<file path="src/rtl/block_chk_pkg.sv">
// Shared types and constants for the begin/end + fork/join nesting checker.
// Keyword spelling, delimiter set and frame-type encoding live here so matcher and top agree.
package block_chk_pkg;

  typedef enum logic [2:0] {
    KW_NONE  = 3'd0,
    KW_BEGIN = 3'd1,
    KW_END   = 3'd2,
    KW_FORK  = 3'd3,
    KW_JOIN  = 3'd4
  } kw_e;

  typedef enum logic [1:0] {
    ST_IDLE  = 2'd0,
    ST_MATCH = 2'd1,
    ST_DEAD  = 2'd2
  } trk_state_e;

  localparam logic [7:0] CH_SPACE = 8'h20;
  localparam logic [7:0] CH_TAB   = 8'h09;
  localparam logic [7:0] CH_LF    = 8'h0A;
  localparam logic [7:0] CH_CR    = 8'h0D;

  localparam int NUM_KW      = 4;
  localparam int MAX_KW_LEN  = 5;

  localparam logic FR_BEGIN = 1'b0;
  localparam logic FR_FORK  = 1'b1;

  function automatic logic is_delim(input logic [7:0] c);
    return (c == CH_SPACE) || (c == CH_TAB) || (c == CH_LF) || (c == CH_CR);
  endfunction

  function automatic logic [7:0] to_lower(input logic [7:0] c);
    return ((c >= 8'h41) && (c <= 8'h5A)) ? (c + 8'h20) : c;
  endfunction

  // Keyword k (0=begin,1=end,2=fork,3=join), character p; strings are left-aligned in 40 bits.
  function automatic logic [7:0] kw_char(input int unsigned k, input int unsigned p);
    logic [39:0] s;
    int unsigned sh;
    s = 40'h0;
    case (k)
      0: s = "begin";
      1: s = {"end", 16'h0};
      2: s = {"fork", 8'h0};
      3: s = {"join", 8'h0};
      default: s = 40'h0;
    endcase
    sh = (p < 5) ? 8 * (4 - p) : 0;
    return (p < 5) ? s[sh +: 8] : 8'h00;
  endfunction

  function automatic int unsigned kw_len(input int unsigned k);
    case (k)
      0: return 5;
      1: return 3;
      2: return 4;
      3: return 4;
      default: return 0;
    endcase
  endfunction

  function automatic logic kw_is_opener(input kw_e k);
    return (k == KW_BEGIN) || (k == KW_FORK);
  endfunction

  function automatic logic kw_is_closer(input kw_e k);
    return (k == KW_END) || (k == KW_JOIN);
  endfunction

  function automatic logic kw_frame_type(input kw_e k);
    return ((k == KW_FORK) || (k == KW_JOIN)) ? FR_FORK : FR_BEGIN;
  endfunction

endpackage

</file>
<file path="src/rtl/block_nest_checker_kw_matcher.sv">
// Word tracker: follows the current word against all keyword prefixes at once and
// reports which keyword (if any) the word equals after the incoming character.
module kw_matcher
  import block_chk_pkg::*;
#(
  parameter bit CASE_SENS = 1'b0
) (
  input  logic       clk,
  input  logic       reset,
  input  logic       in_valid,
  input  logic [7:0] in,
  output kw_e        kw_now,
  output logic       delim
);

  trk_state_e         state_q, state_d;
  logic [2:0]         idx_q, idx_d;
  logic [NUM_KW-1:0]  mask_q, mask_d;

  logic [7:0]         ch;
  logic [2:0]         pos;
  logic [NUM_KW-1:0]  cur_mask;
  logic [NUM_KW-1:0]  hit_mask;
  logic               is_delim_ch;

  assign ch          = CASE_SENS ? in : to_lower(in);
  assign is_delim_ch = is_delim(in);
  assign pos         = (state_q == ST_IDLE) ? 3'd0 : idx_q;
  assign cur_mask    = (state_q == ST_IDLE) ? {NUM_KW{1'b1}} : mask_q;

  // A candidate survives only if it is long enough and its next letter matches.
  for (genvar gi = 0; gi < NUM_KW; gi++) begin : g_hit
    assign hit_mask[gi] = cur_mask[gi]
                        && (pos < 3'(kw_len(gi)))
                        && (ch == kw_char(gi, pos));
  end

  always_ff @(posedge clk or posedge reset) begin
    if (reset) begin
      state_q <= ST_IDLE;
      idx_q   <= 3'd0;
      mask_q  <= '0;
    end else begin
      state_q <= state_d;
      idx_q   <= idx_d;
      mask_q  <= mask_d;
    end
  end

  always_comb begin
    state_d = state_q;
    idx_d   = idx_q;
    mask_d  = mask_q;
    if (in_valid) begin
      if (is_delim_ch) begin
        state_d = ST_IDLE;
        idx_d   = 3'd0;
        mask_d  = '0;
      end else if (state_q != ST_DEAD) begin
        if ((hit_mask != '0) && (pos < 3'(MAX_KW_LEN))) begin
          state_d = ST_MATCH;
          idx_d   = pos + 3'd1;
          mask_d  = hit_mask;
        end else begin
          state_d = ST_DEAD;
          mask_d  = '0;
        end
      end
    end
  end

  always_comb begin
    delim  = in_valid && is_delim_ch;
    kw_now = KW_NONE;
    if (in_valid && !is_delim_ch && (state_q != ST_DEAD)) begin
      for (int k = 0; k < NUM_KW; k++) begin
        if (hit_mask[k] && (3'(kw_len(k)) == (pos + 3'd1))) begin
          kw_now = kw_e'(3'(k + 1));
        end
      end
    end
  end

endmodule

</file>
<file path="config.mk">
export PLATFORM = sky130hd
export DESIGN_NAME = kw_matcher
export DESIGN_NICKNAME = d
export VERILOG_FILES = /design/src/rtl/block_chk_pkg.sv /design/src/rtl/block_nest_checker_kw_matcher.sv
export SDC_FILE = /design/constraint.sdc
export NUM_CORES = 1
export LEC_CHECK = 0
export BUFFER_PORTS_ARGS = -buffer_cell sky130_fd_sc_hd__buf_2
export CAP_MARGIN = 20
export CORE_MARGIN = 2
export CORE_UTILIZATION = 30
export DETAILED_ROUTE_END_ITERATION = 7
export SKIP_LAST_GASP = 1
export SLEW_MARGIN = 20
export SYNTH_ARGS = -nofsm -noshare
export SYNTH_HDL_FRONTEND = slang
export SYNTH_SLANG_ARGS = --single-unit
</file>
<file path="constraint.sdc">
create_clock -name clk -period 6.65 [get_ports clk]
set_clock_uncertainty 0.15 [all_clocks]
set_input_delay 1.33 -clock clk [delete_from_list [all_inputs] [get_ports clk]]
set_output_delay 1.33 -clock clk [all_outputs]
set_load 0.02 [all_outputs]
</file>
* Yosys cells after proc, flatten, opt, wreduce, memory -nomap -nowiden *
Index checks and enable logic that the tools add are counted.

operators by class
  add/sub/neg operators = 3
  magnitude comparators = 6
  equality and inequality tests = 12
  shifts and indexed selects = 4
  muxes and demuxes = 25
  reduce and logical (&&, ||, !) cells = 27

operators by type and width
  cell                        number
  $shiftx A40 B33 Y8 const A  4
  $mux W8                     5
  $mux W3                     11
  $eq A8 B8 Y1                4
  $mux W32                    1
  $eq A8 B4 Y1 const B        3
  $logic_and A1 B1 Y1         17
  $mux W4                     4
  $eq A3 B3 Y1                3
  $lt A3 B3 Y1 const B        3
  $add A8 B6 Y8 const B       1
  $eq A8 B6 Y1 const B        1
  $ge A8 B7 Y1 const B        1
  $le A8 B7 Y1 const B        1
  $mux W2                     3
  $reduce_bool A2 Y1          2
  $reduce_bool A4 Y1          1
  $sub A3 B3 Y4 const A       1
  $add A3 B1 Y3 const B       1
  $logic_or A1 B1 Y1          3
  $lt A3 B2 Y1 const B        1
  $reduce_and A3 Y1           1
  $logic_not A2 Y1            1
  $ne A2 B2 Y1 const B        1
  3 further kinds             3

storage, ports and cells
  bits in registers = 9
  input port bits = 11
  output and inout port bits = 4

* Logic depth before layout (Yosys ltp) *
  word-level depth = 15
  gate-level depth with buffers = 13

* Least setup slack after synthesis *
OpenSTA, ideal clock, no wires.

  kind = input to output
  from = in in[2]
  to = out kw_now[0]
  arrival = 3539 ps
  path slack = 1631 ps
  stages on the path = 8
  path buffers = 1
  path through = clkbuf_8 > a21o_1 > a31oi_1 > o21ai_1 > or4_4 > a2111oi_4 > nand2_1 > a221oi_1

between the ends
  longest elaborated chain between the ends = 11
  elaborated cells between the ends (all ways) = 32
  classes of those cells = add/sub: 1; order compare: 2; eq/ne: 8; mux: 6; reduce/logical: 15

ends and longest elaborated chain
  item                                                 line                                 RTL
  from (decl)                                          block_nest_checker_kw_matcher.sv:11  input logic [7:0] in,
  $ge A8 B7 Y1 / $le A8 B7 Y1 (equally long branches)  block_chk_pkg.sv:35                  return ((c >= 8'h41) && (c <= 8'h5A)) ? (c + 8'h20) : c;
  $logic_and A1 B1 Y1                                  block_chk_pkg.sv:35
  $mux W8                                              block_chk_pkg.sv:35
  $eq A8 B8 Y1                                         block_nest_checker_kw_matcher.sv:35  && (ch == kw_char(gi, pos));
  $logic_and A1 B1 Y1                                  block_nest_checker_kw_matcher.sv:35
  $logic_and A1 B1 Y1                                  block_nest_checker_kw_matcher.sv:77  if (hit_mask[k] && (3'(kw_len(k)) == (pos + 3'd1))) begin
  $mux W1                                              block_nest_checker_kw_matcher.sv:77
  $mux W3 (3 in a row)                                 block_nest_checker_kw_matcher.sv:77
  $mux W3 (*)                                          block_nest_checker_kw_matcher.sv:75  if (in_valid && !is_delim_ch && (state_q != ST_DEAD)) begin
  to (decl)                                            block_nest_checker_kw_matcher.sv:12  output kw_e kw_now,

Every way passes the cells marked *; elsewhere a longest branch is shown, timed or not.

* Final worst setup path *
  from = reg state_q[0]
  to = out kw_now[0]

between the ends
  longest elaborated chain between the ends = 14
  elaborated cells between the ends (all ways) = 44
  classes of those cells = add/sub: 2; order compare: 4; eq/ne: 8; shift: 4; mux: 12; reduce/logical: 14

ends and longest elaborated chain
  item                                                  line                                                                           RTL
  from (decl)                                           block_nest_checker_kw_matcher.sv:16                                            trk_state_e state_q, state_d;
  from (signal assigned)                                block_nest_checker_kw_matcher.sv:44                                            state_q <= state_d;
  $logic_not A2 Y1                                      block_nest_checker_kw_matcher.sv:28, block_nest_checker_kw_matcher.sv:29
  $mux W3                                               block_nest_checker_kw_matcher.sv:28                                            assign pos = (state_q == ST_IDLE) ? 3'd0 : idx_q;
  $sub A3 B3 Y4 / $lt A3 B3 Y1 (equally long branches)  block_chk_pkg.sv:50, block_chk_pkg.sv:51, block_nest_checker_kw_matcher.sv:34
  $mux W32                                              block_chk_pkg.sv:50                                                            sh = (p < 5) ? 8 * (4 - p) : 0;
  $shiftx A40 B33 Y8                                    block_chk_pkg.sv:51                                                            return (p < 5) ? s[sh +: 8] : 8'h00;
  $mux W8                                               block_chk_pkg.sv:51
  $eq A8 B8 Y1                                          block_nest_checker_kw_matcher.sv:35
  $logic_and A1 B1 Y1                                   block_nest_checker_kw_matcher.sv:35
  $logic_and A1 B1 Y1                                   block_nest_checker_kw_matcher.sv:77
  $mux W1                                               block_nest_checker_kw_matcher.sv:77
  $mux W3 (3 in a row)                                  block_nest_checker_kw_matcher.sv:77
  $mux W3 (*)                                           block_nest_checker_kw_matcher.sv:75

Marks and branches as above.

==> metrics.yaml <==
run_status:
  status: "finished clean"
clock_tree:
  clock-root-buffer: "clkbuf_8"
  ctsHoldBuffers: 0
  post_cts_resized: 0
  tritoncts: "yes"
  post_cts_buffers: 0
  cts_max_level: 1
  cts_buffer_depth: 2
  clkLatencyLatePin_ns: 0.24
  clock-sinks: 9
  cts_buffers: 3
  clkTransAtPathRegs_ns: 0.05
worst_hold_path:
  holdPathStages: 1
  min_path_type: "flop to flop"
  worstHoldStart: "mask_q[3]"
  hold_end: "mask_q[3]"
floorplan:
  core_area_um2: 4410
  chipWidth_um: 72.0
  ios: 15
  die_y_um: 72.0
  num_rows: 24
  die-area_um2: 5180
  start_util_pct: 31.4
sta:
  hold_viol_final: 0
  fin_setup_tns_ns: 0
  max_freq_ghz: 0.180
  layout_worst_path_cycle_share_pct: 83.4
  slew_viol_final: 0
  tightest_slew_ns: 0.937
  relSlewSlack_pct: 36.9
  grt_setup_unrepaired: "false"
  fin_crit_ns: 5.55
  finalSetupViolations: 0
yosys:
  yosys.cell_count.top_type: "nand2_1"
  synth_common_cells: "13 x nand2_1, 11 x inv_1, 11 x nor2_1"
  yosysTopAreaCell: "dfrtp_1"
  syn_nets: 192
  synth-simple-area-share_pct: 27.6
  synthFlopType: "dfrtp_1"
  syn_area_per_cell_um2: 7.92
  synth_top_family_by_area: "compound AO/OA/AOI/OAI gates"
  synth_xor_area_share_pct: 5.05
  synthAdderAreaFrac_pct: 5.42
  ys_async_sr_fraction_pct: 100
  yosysSeqAreaShare_pct: 16.2
  synth_edf_count: 0
  muxShareOfSynthArea_pct: 1.53
  syn-cell-area_um2: 1390
  yosys-top-cells-area: "dfrtp_1 16%, clkbuf_8 6.0%, ha_1 5.4%"
  ys_seq_elements: 9
  synth_cells: 175
  synth.yosys.warnings: 0
  synth-compound-area-share_pct: 30.7
  synthDistinctLibCells: 60
  synth_top_cell_area_share_pct: 16.2
grt:
  grt_antenna_before_repair: 0
  grtUsageTotal_pct: 14.2
  grt_start_max_net_pins: 19
  grt_overflow: 0
  grt_pass1_wl_um: 5750
  first_global_vias: 1150
worst_setup_path:
  reg2reg_setup_slack_ns: 2.57
  ff2ff_path_depth: 9
  end_kind: "output pin"
  crit_arrival_ns: 4.07
  crit_path_start_kind: "flop"
  cp_max_fo: 18
  cp.buffers_inverters: 1
  crit_family: "compound AO/OA/AOI/OAI gates"
  crit_path_top_delay_cell: "ha_1"
  reg2reg_from: "state_q[0]"
  required_ns: 5.17
  slowest_delay_ns: 0.68
  r2r_end: "idx_q[0]"
  path_cells: "o21ai_1, ha_1, and2b_2, o21ai_2, o311ai_1, or4_4, a2111oi_4, nand2_1, a221oi_1, buf_2"
  crit_type: "flop to output pin"
drt:
  vias_per_cell: 5.83
  postRouteAntennaNets: 0
  drt_wl_total_um: 3550
  drt_iter0_markers: 72
  route.detailed.drc: 0
  wl_per_cell_um: 15.4
  dr.pass1.iters: 4
  num_vias: 1346
cells_and_area:
  area_growth_pct: 2.53
  n_antenna_cell: 0
  n_fill_cell: 452
  drive_gt1_share_pct: 16.8
  nets: 197
power_and_ir_drop:
  leakage_nw: 0.549
  power_w: 0.000237
  worst_ir_drop_vdd_uv: 84.6
  power.density_nw_per_um2: 167
  seqPwrFrac_pct: 25.5
  clockPowerShare_pct: 27.6
  sw_frac_of_total_pct: 41.3
  p_switching_w: 0.0000980
  power_frac_comb_pct: 46.9
  internal-power_w: 0.000139
place:
  io_buffers: 14
  gp_congestion: 0.885
  dp_hpwl_um: 2680
job:
  drv_cap: 0
## cells by family after synthesis
logic type / Yosys count
simple gates: 69
buf+inv: 25
xor+xnor: 8
flops: 9
compound gates: 56
mux: 2
fa+ha+maj: 6
## power groups by stage
stage | registers (W) | clock network, W | logic, W
after floorplan | 0.0000578 | 0 | 0.000104
after global placement | 0.0000612 | 0 | 0.000111
after detailed placement | 0.0000612 | 0 | 0.000109
after CTS | 0.0000603 | 0.0000666 | 0.000109
after global routing | 0.0000610 | 0.0000703 | 0.000122
final | 0.0000605 | 0.0000655 | 0.000111
## sequential cells by signal (all words and copies together) (netlist names)
signal and count:
idx_q 3, mask_q 4, state_q 2
## metal layers
layer	wire (µm)	GRT usage (%)
met5	0	0
met4	63	5.24
met3	264	3.33
met2	1710	22.1
met1	1510	19.3
## layout by cell type (no fill, tap or decap), types with 9 or more instances in the layout
cell type / synthesis / routed
dfrtp_1: 9 / 9
nand3_1: 10 / 10
nor2_1: 11 / 11
buf_2: 2 / 14
a21oi_1: 9 / 9
nor3_1: 9 / 9
inv_1: 11 / 11
nand2_1: 13 / 13
## stage by stage
step                      cells  hold slack [ns]  instance area [µm²]  util [%]  setup slack (ns)
after detailed placement    227            0.351                 1380      31.2              1.40
after global placement      227            0.344                 1380      31.2              1.36
after CTS                   231            0.362                 1420      32.2              1.15
after floorplan             175            0.316                 1390         -              1.63
after global routing        231            0.396                 1420      32.2             0.895
final                       231            0.350                 1420      32.2              1.10
## worst max-delay path by stage
stage / startpoint / endpoint / slack [ns] / cells past startpoint
final: state_q[0] / kw_now[0] / 1.10 / 10
after global routing: state_q[0] / kw_now[0] / 0.89 / 10
after CTS: state_q[0] / kw_now[0] / 1.15 / 10
after detailed placement: state_q[0] / kw_now[0] / 1.40 / 10
after global placement: state_q[0] / kw_now[0] / 1.36 / 10
after floorplan: in[2] / kw_now[0] / 1.63 / 8
## cell type report
cell class | count | area [µm²] | share of cell area, %
timing repair buffer | 14 | 70.1 | 4.93
clock buffer | 4 | 45.0 | 3.17
sequential | 9 | 225 | 15.8
tap | 52 | 65.1 | 4.58
inverter | 11 | 41.3 | 2.90
multi-input combinational | 141 | 975 | 68.6
(Power assumes the default switching activity.)
